**src/rtl/symbol_slicer.sv**
```systemverilog
// BPSK integrate-and-dump slicer with 10-bit comma alignment and word delivery.
// Ports: clk, reset, sample_in/sample_valid in; stop_in, sync_clear in; word_out/push_word/sync/invert/overrun out.
module symbol_slicer #(
  parameter int         SPS          = 16,
  parameter int         ACC_W        = 36,
  parameter logic [9:0] COMMA        = 10'b0011111010,
  parameter int         LOCK_COUNT   = 3,
  parameter int         MISALIGN_MAX = 2
) (
  input  logic        clk,
  input  logic        reset,
  input  logic [31:0] sample_in,
  input  logic        sample_valid,
  input  logic        stop_in,
  input  logic        sync_clear,
  output logic [9:0]  word_out,
  output logic        push_word,
  output logic        sync,
  output logic        invert,
  output logic        overrun
);

  localparam int CW = (SPS > 1) ? $clog2(SPS) : 1;
  localparam logic [CW-1:0] LAST = CW'(SPS - 1);
  localparam logic [3:0] LOCK_N = 4'(LOCK_COUNT);
  localparam logic [3:0] MISS_N = 4'(MISALIGN_MAX);

  localparam logic [1:0] HUNT   = 2'd0;
  localparam logic [1:0] VERIFY = 2'd1;
  localparam logic [1:0] LOCKED = 2'd2;

  logic [ACC_W-1:0] acc;
  logic [ACC_W-1:0] sample_ext;
  logic [ACC_W-1:0] sum;
  logic [CW-1:0]    sample_cnt;
  logic [9:0]       shreg;
  logic             bit_strobe;
  logic             dump;

  assign sample_ext = {{(ACC_W-32){sample_in[31]}}, sample_in};
  assign sum        = acc + sample_ext;
  assign dump       = sample_valid && (sample_cnt == LAST);

  // Integrate-and-dump; decided bit is the inverted sign of the symbol sum,
  // so an exact zero sum decodes as 1.
  always_ff @(posedge clk or posedge reset) begin
    if (reset) begin
      acc        <= '0;
      sample_cnt <= '0;
      shreg      <= '0;
      bit_strobe <= 1'b0;
    end else begin
      bit_strobe <= 1'b0;
      if (sample_valid) begin
        if (dump) begin
          acc        <= '0;
          sample_cnt <= '0;
          shreg      <= {shreg[8:0], ~sum[ACC_W-1]};
          bit_strobe <= 1'b1;
        end else begin
          acc        <= sum;
          sample_cnt <= sample_cnt + CW'(1);
        end
      end
    end
  end

  logic [1:0] state, state_n;
  logic       invert_n;
  logic [3:0] bit_cnt, bit_cnt_n;
  logic [3:0] comma_cnt, comma_n;
  logic [3:0] miss_cnt, miss_n;
  logic       load;
  logic       boundary;
  logic       is_comma, is_ncomma, any_comma;
  logic [9:0] pol_comma;
  logic [9:0] new_word;

  assign boundary  = (bit_cnt == 4'd9);
  assign is_comma  = (shreg == COMMA);
  assign is_ncomma = (shreg == ~COMMA);
  assign any_comma = is_comma || is_ncomma;
  assign pol_comma = invert ? ~COMMA : COMMA;
  assign new_word  = shreg ^ {10{invert}};
  assign sync      = (state == LOCKED);

  always_comb begin
    state_n   = state;
    invert_n  = invert;
    bit_cnt_n = bit_cnt;
    comma_n   = comma_cnt;
    miss_n    = miss_cnt;
    load      = 1'b0;
    if (bit_strobe) begin
      bit_cnt_n = boundary ? 4'd0 : bit_cnt + 4'd1;
      unique case (state)
        HUNT: begin
          if (any_comma) begin
            invert_n  = is_ncomma;
            bit_cnt_n = 4'd0;
            comma_n   = 4'd1;
            state_n   = VERIFY;
          end
        end
        VERIFY: begin
          if (boundary) begin
            if (shreg == pol_comma) begin
              comma_n = comma_cnt + 4'd1;
              if (comma_n == LOCK_N) begin
                state_n = LOCKED;
                miss_n  = 4'd0;
              end
            end else begin
              state_n  = HUNT;
              invert_n = 1'b0;
              comma_n  = 4'd0;
            end
          end
        end
        LOCKED: begin
          load = boundary;
          if (boundary && (shreg == pol_comma)) begin
            miss_n = 4'd0;
          end else if (!boundary && any_comma) begin
            if (miss_cnt + 4'd1 == MISS_N) begin
              state_n  = HUNT;
              invert_n = 1'b0;
              miss_n   = 4'd0;
            end else begin
              miss_n = miss_cnt + 4'd1;
            end
          end
        end
        default: state_n = HUNT;
      endcase
    end
    if (sync_clear) begin
      state_n  = HUNT;
      invert_n = 1'b0;
      comma_n  = 4'd0;
      miss_n   = 4'd0;
    end
  end

  always_ff @(posedge clk or posedge reset) begin
    if (reset) begin
      state     <= HUNT;
      invert    <= 1'b0;
      bit_cnt   <= 4'd0;
      comma_cnt <= 4'd0;
      miss_cnt  <= 4'd0;
    end else begin
      state     <= state_n;
      invert    <= invert_n;
      bit_cnt   <= bit_cnt_n;
      comma_cnt <= comma_n;
      miss_cnt  <= miss_n;
    end
  end

  logic [9:0] hold_word;
  logic       hold_valid;
  logic       release_w;

  assign release_w = hold_valid && !stop_in;

  // Single-entry hold: a release and a new load in the same cycle is a
  // clean handoff; a load onto an unreleased word overwrites it.
  always_ff @(posedge clk or posedge reset) begin
    if (reset) begin
      hold_word  <= '0;
      hold_valid <= 1'b0;
      word_out   <= '0;
      push_word  <= 1'b0;
      overrun    <= 1'b0;
    end else begin
      push_word <= 1'b0;
      overrun   <= 1'b0;
      if (release_w) begin
        push_word <= 1'b1;
        word_out  <= hold_word;
      end
      if (load) begin
        hold_word  <= new_word;
        hold_valid <= 1'b1;
        if (hold_valid && !release_w) overrun <= 1'b1;
      end else if (release_w) begin
        hold_valid <= 1'b0;
      end
    end
  end

endmodule

```
**config.mk**
```make
export PLATFORM = sky130hd
export DESIGN_NAME = symbol_slicer
export DESIGN_NICKNAME = d
export VERILOG_FILES = /design/src/rtl/symbol_slicer.sv
export SDC_FILE = /design/constraint.sdc
export NUM_CORES = 1
export LEC_CHECK = 0
export CELL_PAD_IN_SITES_DETAIL_PLACEMENT = 0
export CELL_PAD_IN_SITES_GLOBAL_PLACEMENT = 1
export CORE_MARGIN = 2
export CORE_UTILIZATION = 45
export DETAILED_ROUTE_END_ITERATION = 10
export GPL_TIMING_DRIVEN = 0
export PLACE_DENSITY = 0.88
export SYNTH_ARGS = -nofsm -noshare
export SYNTH_HDL_FRONTEND = slang
export SYNTH_SLANG_ARGS = --single-unit
```
**constraint.sdc**
```tcl
create_clock -name clk -period 3.17 [get_ports clk]
set_input_delay 0.634 -clock clk [delete_from_list [all_inputs] [get_ports clk]]
set_output_delay 0.634 -clock clk [all_outputs]
set_load 0.05 [all_outputs]
```
Word level (Yosys, flattened, before mapping)

Index checks and enable logic that the tools add are counted.

Output and inout port bits: 14
Logic and storage cells: 109
Bits in registers: 89
Input port bits: 37

$add $sub $neg: 5
Multiplexer cells: 49
Bitwise operators: 2
Reductions and logical operators: 20
Eq/ne operators: 19

Operator list:

| kind                   | number |
|---|---|
| $mux W4                | 17 |
| $add A36 B36 Y36       | 1 |
| $mux W36               | 1 |
| $mux W2                | 9 |
| $ne A3 B3 Y1 const B   | 6 |
| $mux W1                | 17 |
| $add A4 B1 Y4 const B  | 4 |
| $pmux W4 S2            | 2 |
| $eq A10 B10 Y1         | 1 |
| $eq A10 B10 Y1 const B | 1 |
| $eq A10 B8 Y1 const B  | 1 |
| $mux W10               | 1 |
| $xor A10 B10 Y10       | 1 |
| $eq A4 B2 Y1 const B   | 2 |
| $eq A4 B4 Y1 const B   | 2 |
| $reduce_and A8 Y1      | 1 |
| $reduce_and A7 Y1      | 1 |
| $ne A3 B2 Y1 const B   | 2 |
| $pmux W2 S3            | 1 |
| $reduce_and A6 Y1      | 1 |
| $reduce_bool A3 Y1     | 2 |
| $logic_and A1 B1 Y1    | 5 |
| $ne A4 B2 Y1 const B   | 1 |
| $ne A4 B4 Y1 const B   | 1 |
| 11 further kinds       | 14 |

Depth between registers and ports, before layout

Depth in word-level cells: 8
Gate-level depth with buffers: 10
Gate-level depth less buffers: 10

Worst setup path after synthesis

OpenSTA, ideal clock, no wires.

Kind: input-to-reg
Start point: in sample_in[0]
End point: reg acc[32]
Library setup time: 0.121 ns
Stages on the path: 10
Arrival time: 2.833 ns
Buffers on the path: 0
Setup slack: 0.216 ns
Required time: 3.049 ns
Path through: ha_1 -> fa_1 -> a21o_1 -> a311oi_1 -> o211ai_1 -> a21oi_1 -> o311ai_1 -> o31ai_1 -> xnor2_1 -> a22o_1

Word-level cells in the longest chain between the ends: 2

Ends and longest elaborated chain:

| item                   | RTL line | text |
|---|---|---|
| start: declaration     | 12       | `input logic [31:0] sample_in,` |
| $add A36 B36 Y36       | 41       | `assign sum = acc + sample_ext;` |
| $mux W36               | 55       | `if (dump) begin` |
| end signal: assignment | 61       | `acc <= sum;` |
| end: declaration       | 32       | `logic [ACC_W-1:0] acc;` |

No other way between the ends.
A chain may end at the register's enable or synchronous reset.

Final worst setup path

Start point: in sample_in[19]
End point: reg shreg[0]

Word-level cells in the longest chain between the ends: 2

Ends and longest elaborated chain:

| item                   | RTL line | text |
|---|---|---|
| $add A36 B36 Y36       | 41       |  |
| $not A1 Y1             | 58       | `shreg <= {shreg[8:0], ~sum[ACC_W-1]};` |
| end signal: assignment | 58       |  |
| end: declaration       | 36       | `logic [9:0] shreg;` |

No other way between the ends.

==> Implementation_results.wiki <==
{| class="wikitable"
! Metric !! Value
|-
| Result of the run || finished, final reports clean
|-
| Crit end category || flip-flop
|-
| Chip Width || 117.9 um
|-
| Number of nets with antenna violations after routing || 0
|-
| 1st-pass router iterations || 4
|-
| Most used DFF post-synth || sky130_fd_sc_hd__dfrtp_1
|-
| Post-synthesis instance total || approximately 650
|-
| Required time reported for the critical path endpoint || 3.45 ns
|-
| Switching share of power || 0.4053
|-
| Clk root buf || sky130_fd_sc_hd__clkbuf_16
|-
| Classification of the worst setup path || primary input to flip-flop
|-
| Maximum clock rate || between 0.3 and 0.4 GHz
|-
| Register area share after synthesis || 0.3816
|-
| Sum of negative setup slack || 0 ns
|-
| Antenna violations before repair || 0
|-
| Most area-hungry cell type in the Yosys netlist || sky130_fd_sc_hd__dfrtp_1
|-
| Launch point of the worst reg-to-reg path || acc[0]
|-
| Clock Pin Slew Worst Setup and Hold Paths || 0.07 ns
|-
| Launching instance or port of the critical path || sample_in[19]
|-
| Post-layout minimum cycle time || between 3 and 4 ns
|-
| Number of hold buffers added after CTS || 0
|-
| Post-detail-place hpwl || slightly below 10000 um
|-
| Share of Yosys cell area claimed by the top area cell type || 0.3816
|-
| Effective utilization at floorplan || 0.4624
|-
| Average vias per placed instance || ~5.6
|-
| Launching element type of the critical path || primary input
|-
| Source-to-sink clock delay at the later pin of the worst-skew pair || 0.35 ns
|-
| Number of buffers added by the clock tree synthesis step || 9
|-
| Die H || about 120 um
|-
| Setup clock skew after layout || roughly 0.0053 ns
|-
| Net Switching || about 2.5 mW
|-
| Post-detailed-route DRC marker count || 0
|-
| Fraction of layout instances using a drive strength above 1 || 0.1181
|-
| Post-Syn Area || just under 0.006 mm2
|-
| Worst setup slack for register-to-register paths || roughly 0.24 ns
|-
| Actual transition at the worst max-transition pin || 0.6500 ns
|-
| Slew headroom || 0.5666
|-
| Pint || 3.645 mW
|-
| Global routing usage summed across all routing layers || 0.2080
|-
| Count of cell types in the netlist || 70
|-
| Synth Area per Inst || 9.033 um2
|-
| Sequential share of power || 0.275
|-
| Clock tree from TritonCTS || done
|-
| Data arrival at the endpoint of the critical path || 3.41 ns
|-
| Static Leakage || ~3.2 nW
|-
| Post-synth EDFFs || 0
|-
| H-tree depth || 3
|-
| Longest Clk Path Bufs || 2
|-
| Maximum fanout encountered on the critical timing path || 7
|-
| Number of global-route vias before repair || just over 5000
|-
| Diodes inserted || 0
|-
| Sequential Area || 0.002227 mm2
|-
| Placed Cells incl. Taps || around 870
|-
| Synth area leaders || sky130_fd_sc_hd__dfrtp_1 38%, sky130_fd_sc_hd__ha_1 9.2%, sky130_fd_sc_hd__a21oi_1 4.8%
|-
| Count of filler cells inserted in the layout || 1132
|-
| Iteration-0 DRC Markers || about 290
|-
| Total overflow reported by the global router || 0
|-
| #FFs+latches synth || just under 90
|-
| Boundary Pins || 51
|-
| Fraction of the cycle the final worst path needs || 0.9869
|-
| Most common cell after layout, fill and taps aside || sky130_fd_sc_hd__dfrtp_1
|-
| Synth async-reset ratio || 1.000
|-
| Total vias in the final route || around 5000
|-
| Max IR drop VDD || 338.6 uV
|-
| Core Rows || 41
|-
| Core footprint || approximately 0.013 mm2
|-
| Area of combinational cells with multiple inputs || between 0.003 and 0.004 mm2
|-
| Proportion of power drawn by combinational gates || 0.530
|-
| Yosys warnings || 0
|-
| Non-Filler Instances || 892
|-
| Maxcap violations || 0
|-
| Worst setup path endpoint || shreg[0]
|-
| Worst min path class || flip-flop to flip-flop
|-
| Global-route wire length before repair || around 24000 um
|-
| Setup violators final || 0
|-
| Final number of max-transition violations || 0
|-
| Final nets || approximately 800
|-
| Fraction of power consumed by the clock network || 0.195
|-
| End of the worst register-to-register path || acc[30]
|-
| Port-buffer cells || 48
|-
| Total power divided by cell area || between 800 and 900 mW/mm2
|-
| Post-Syn Nets || around 730
|-
| Placer congestion estimate || around 0.85
|-
| Total routed wirelength || about 14000 um
|-
| Final Hold Viols || 0
|-
| Area enclosed by the die boundary || between 0.01 and 0.015 mm2
|-
| P&R area growth vs syn || 23.78%
|-
| Pin count of the biggest net entering global routing || 74
|-
| CTS sink cnt || between 80 and 90
|-
| Average wire per standard cell || around 16 um
|-
| Highest-count cells in the layout ignoring fill and taps || 89 x sky130_fd_sc_hd__dfrtp_1, 74 x sky130_fd_sc_hd__nand2_1, 53 x sky130_fd_sc_hd__a21oi_1
|-
| R2r worst-path depth || 11
|}
-- cell families after synthesis --
kind of cell / share of synthesized area
AO/OA/AOI/OAI: 0.2226
AND/OR/NAND/NOR: 0.1617
flip-flops: 0.3816
buffers and inverters: 0.04331
adder cells (fa/ha/maj): 0.09563
XOR/XNOR: 0.06689
multiplexers: 0.02830
-- registers in the layout, summed over array words and instances (netlist names) --
name / flops
invert: 1
comma_cnt: 4
acc: 36
shreg: 10
sample_cnt: 4
miss_cnt: 4
hold_valid: 1
bit_cnt: 4
overrun: 1
word_out: 10
bit_strobe: 1
state: 2
push_word: 1
hold_word: 10
-- power by group through the flow --
stage          Clock (mW)  Sequential (mW)  Combinational, mW
5_1_grt              1.27             1.73               3.59
2_1_floorplan           0             1.61               2.25
3_3_place_gp            0             1.66               2.70
6_report             1.19             1.69               3.25
4_1_cts              1.23             1.66               2.94
3_5_place_dp            0             1.68               2.76
-- per-layer routing --
layer  up-vias  track usage  part of all wire
met4         0      0.07831             0.025
met2       108       0.3285              0.46
met5         -            0                 0
li1       2474            -                 -
met1      2374       0.2797              0.47
met3        27      0.04603             0.046
-- what timing repair did --
action,in CTS,in global routing
pin swaps,13,26
setup buffers,3,10
resized for setup,18,33
endpoints found under the setup margin,13,9
-- synth_stat cells (12+ instances only) --
master                     count
sky130_fd_sc_hd__o22ai_1      19
sky130_fd_sc_hd__mux2_2       12
sky130_fd_sc_hd__inv_1        39
sky130_fd_sc_hd__dfrtp_1      89
sky130_fd_sc_hd__xnor2_1      26
sky130_fd_sc_hd__nor2_1       38
sky130_fd_sc_hd__nand4_1      13
sky130_fd_sc_hd__a21o_1       15
sky130_fd_sc_hd__o21ai_0      36
sky130_fd_sc_hd__ha_1         43
sky130_fd_sc_hd__nand2_1      74
sky130_fd_sc_hd__nor3_1       12
sky130_fd_sc_hd__clkbuf_1     19
sky130_fd_sc_hd__nand3_1      15
sky130_fd_sc_hd__a21oi_1      56
sky130_fd_sc_hd__xor2_1       16
-- critical path, cell delays in order --
cell and delay, ns:
sky130_fd_sc_hd__clkdlybuf4s50_1 0.54, sky130_fd_sc_hd__ha_4 0.25, sky130_fd_sc_hd__a21oi_2 0.16, sky130_fd_sc_hd__nand2_1 0.10, sky130_fd_sc_hd__a221o_1 0.39, sky130_fd_sc_hd__a2111oi_2 0.37, sky130_fd_sc_hd__a21bo_2 0.30, sky130_fd_sc_hd__a31oi_4 0.22
sky130_fd_sc_hd__buf_6 0.12, sky130_fd_sc_hd__xnor3_1 0.19, sky130_fd_sc_hd__o21ai_1 0.12
-- through the flow --
stage	power, mW	hold WS, ns	utilization	instance area [um2]	setup WS, ns
after global routing	6.591	0.5040	0.5724	7223	-0.01811
after CTS	5.824	0.4916	0.5540	6992	0.005099
after global placement	4.354	0.4698	0.5175	6531	-1.197
after detailed placement	4.441	0.4810	0.5199	6561	-0.8713
final	6.129	0.4894	0.5724	7223	0.04168
after floorplan	3.866	0.4512	-	5836	0.2157
-- cell type report --
| cell class | instances | area share |
|---|---|---|
| Buffer | 21 | 0.01195 |
| Clock buffer | 10 | 0.03170 |
| Clock inverter | 6 | 0.01351 |
| Inverter | 40 | 0.02113 |
| Multi-Input combinational cell | 492 | 0.4973 |
| Sequential cell | 89 | 0.3083 |
| Tap cell | 172 | 0.02979 |
| Timing Repair Buffer | 62 | 0.08626 |
-- worst min-delay path by stage --
stage,startpoint,endpoint,depth (start not counted)
floorplan,sample_cnt[3],sample_cnt[3],1
detailed placement,hold_valid,hold_valid,1
finish,sample_cnt[3],sample_cnt[3],1
global placement,sample_cnt[3],sample_cnt[3],1
global route,hold_valid,hold_valid,1
CTS,sample_cnt[3],sample_cnt[3],1
(Power assumes the default switching activity.)
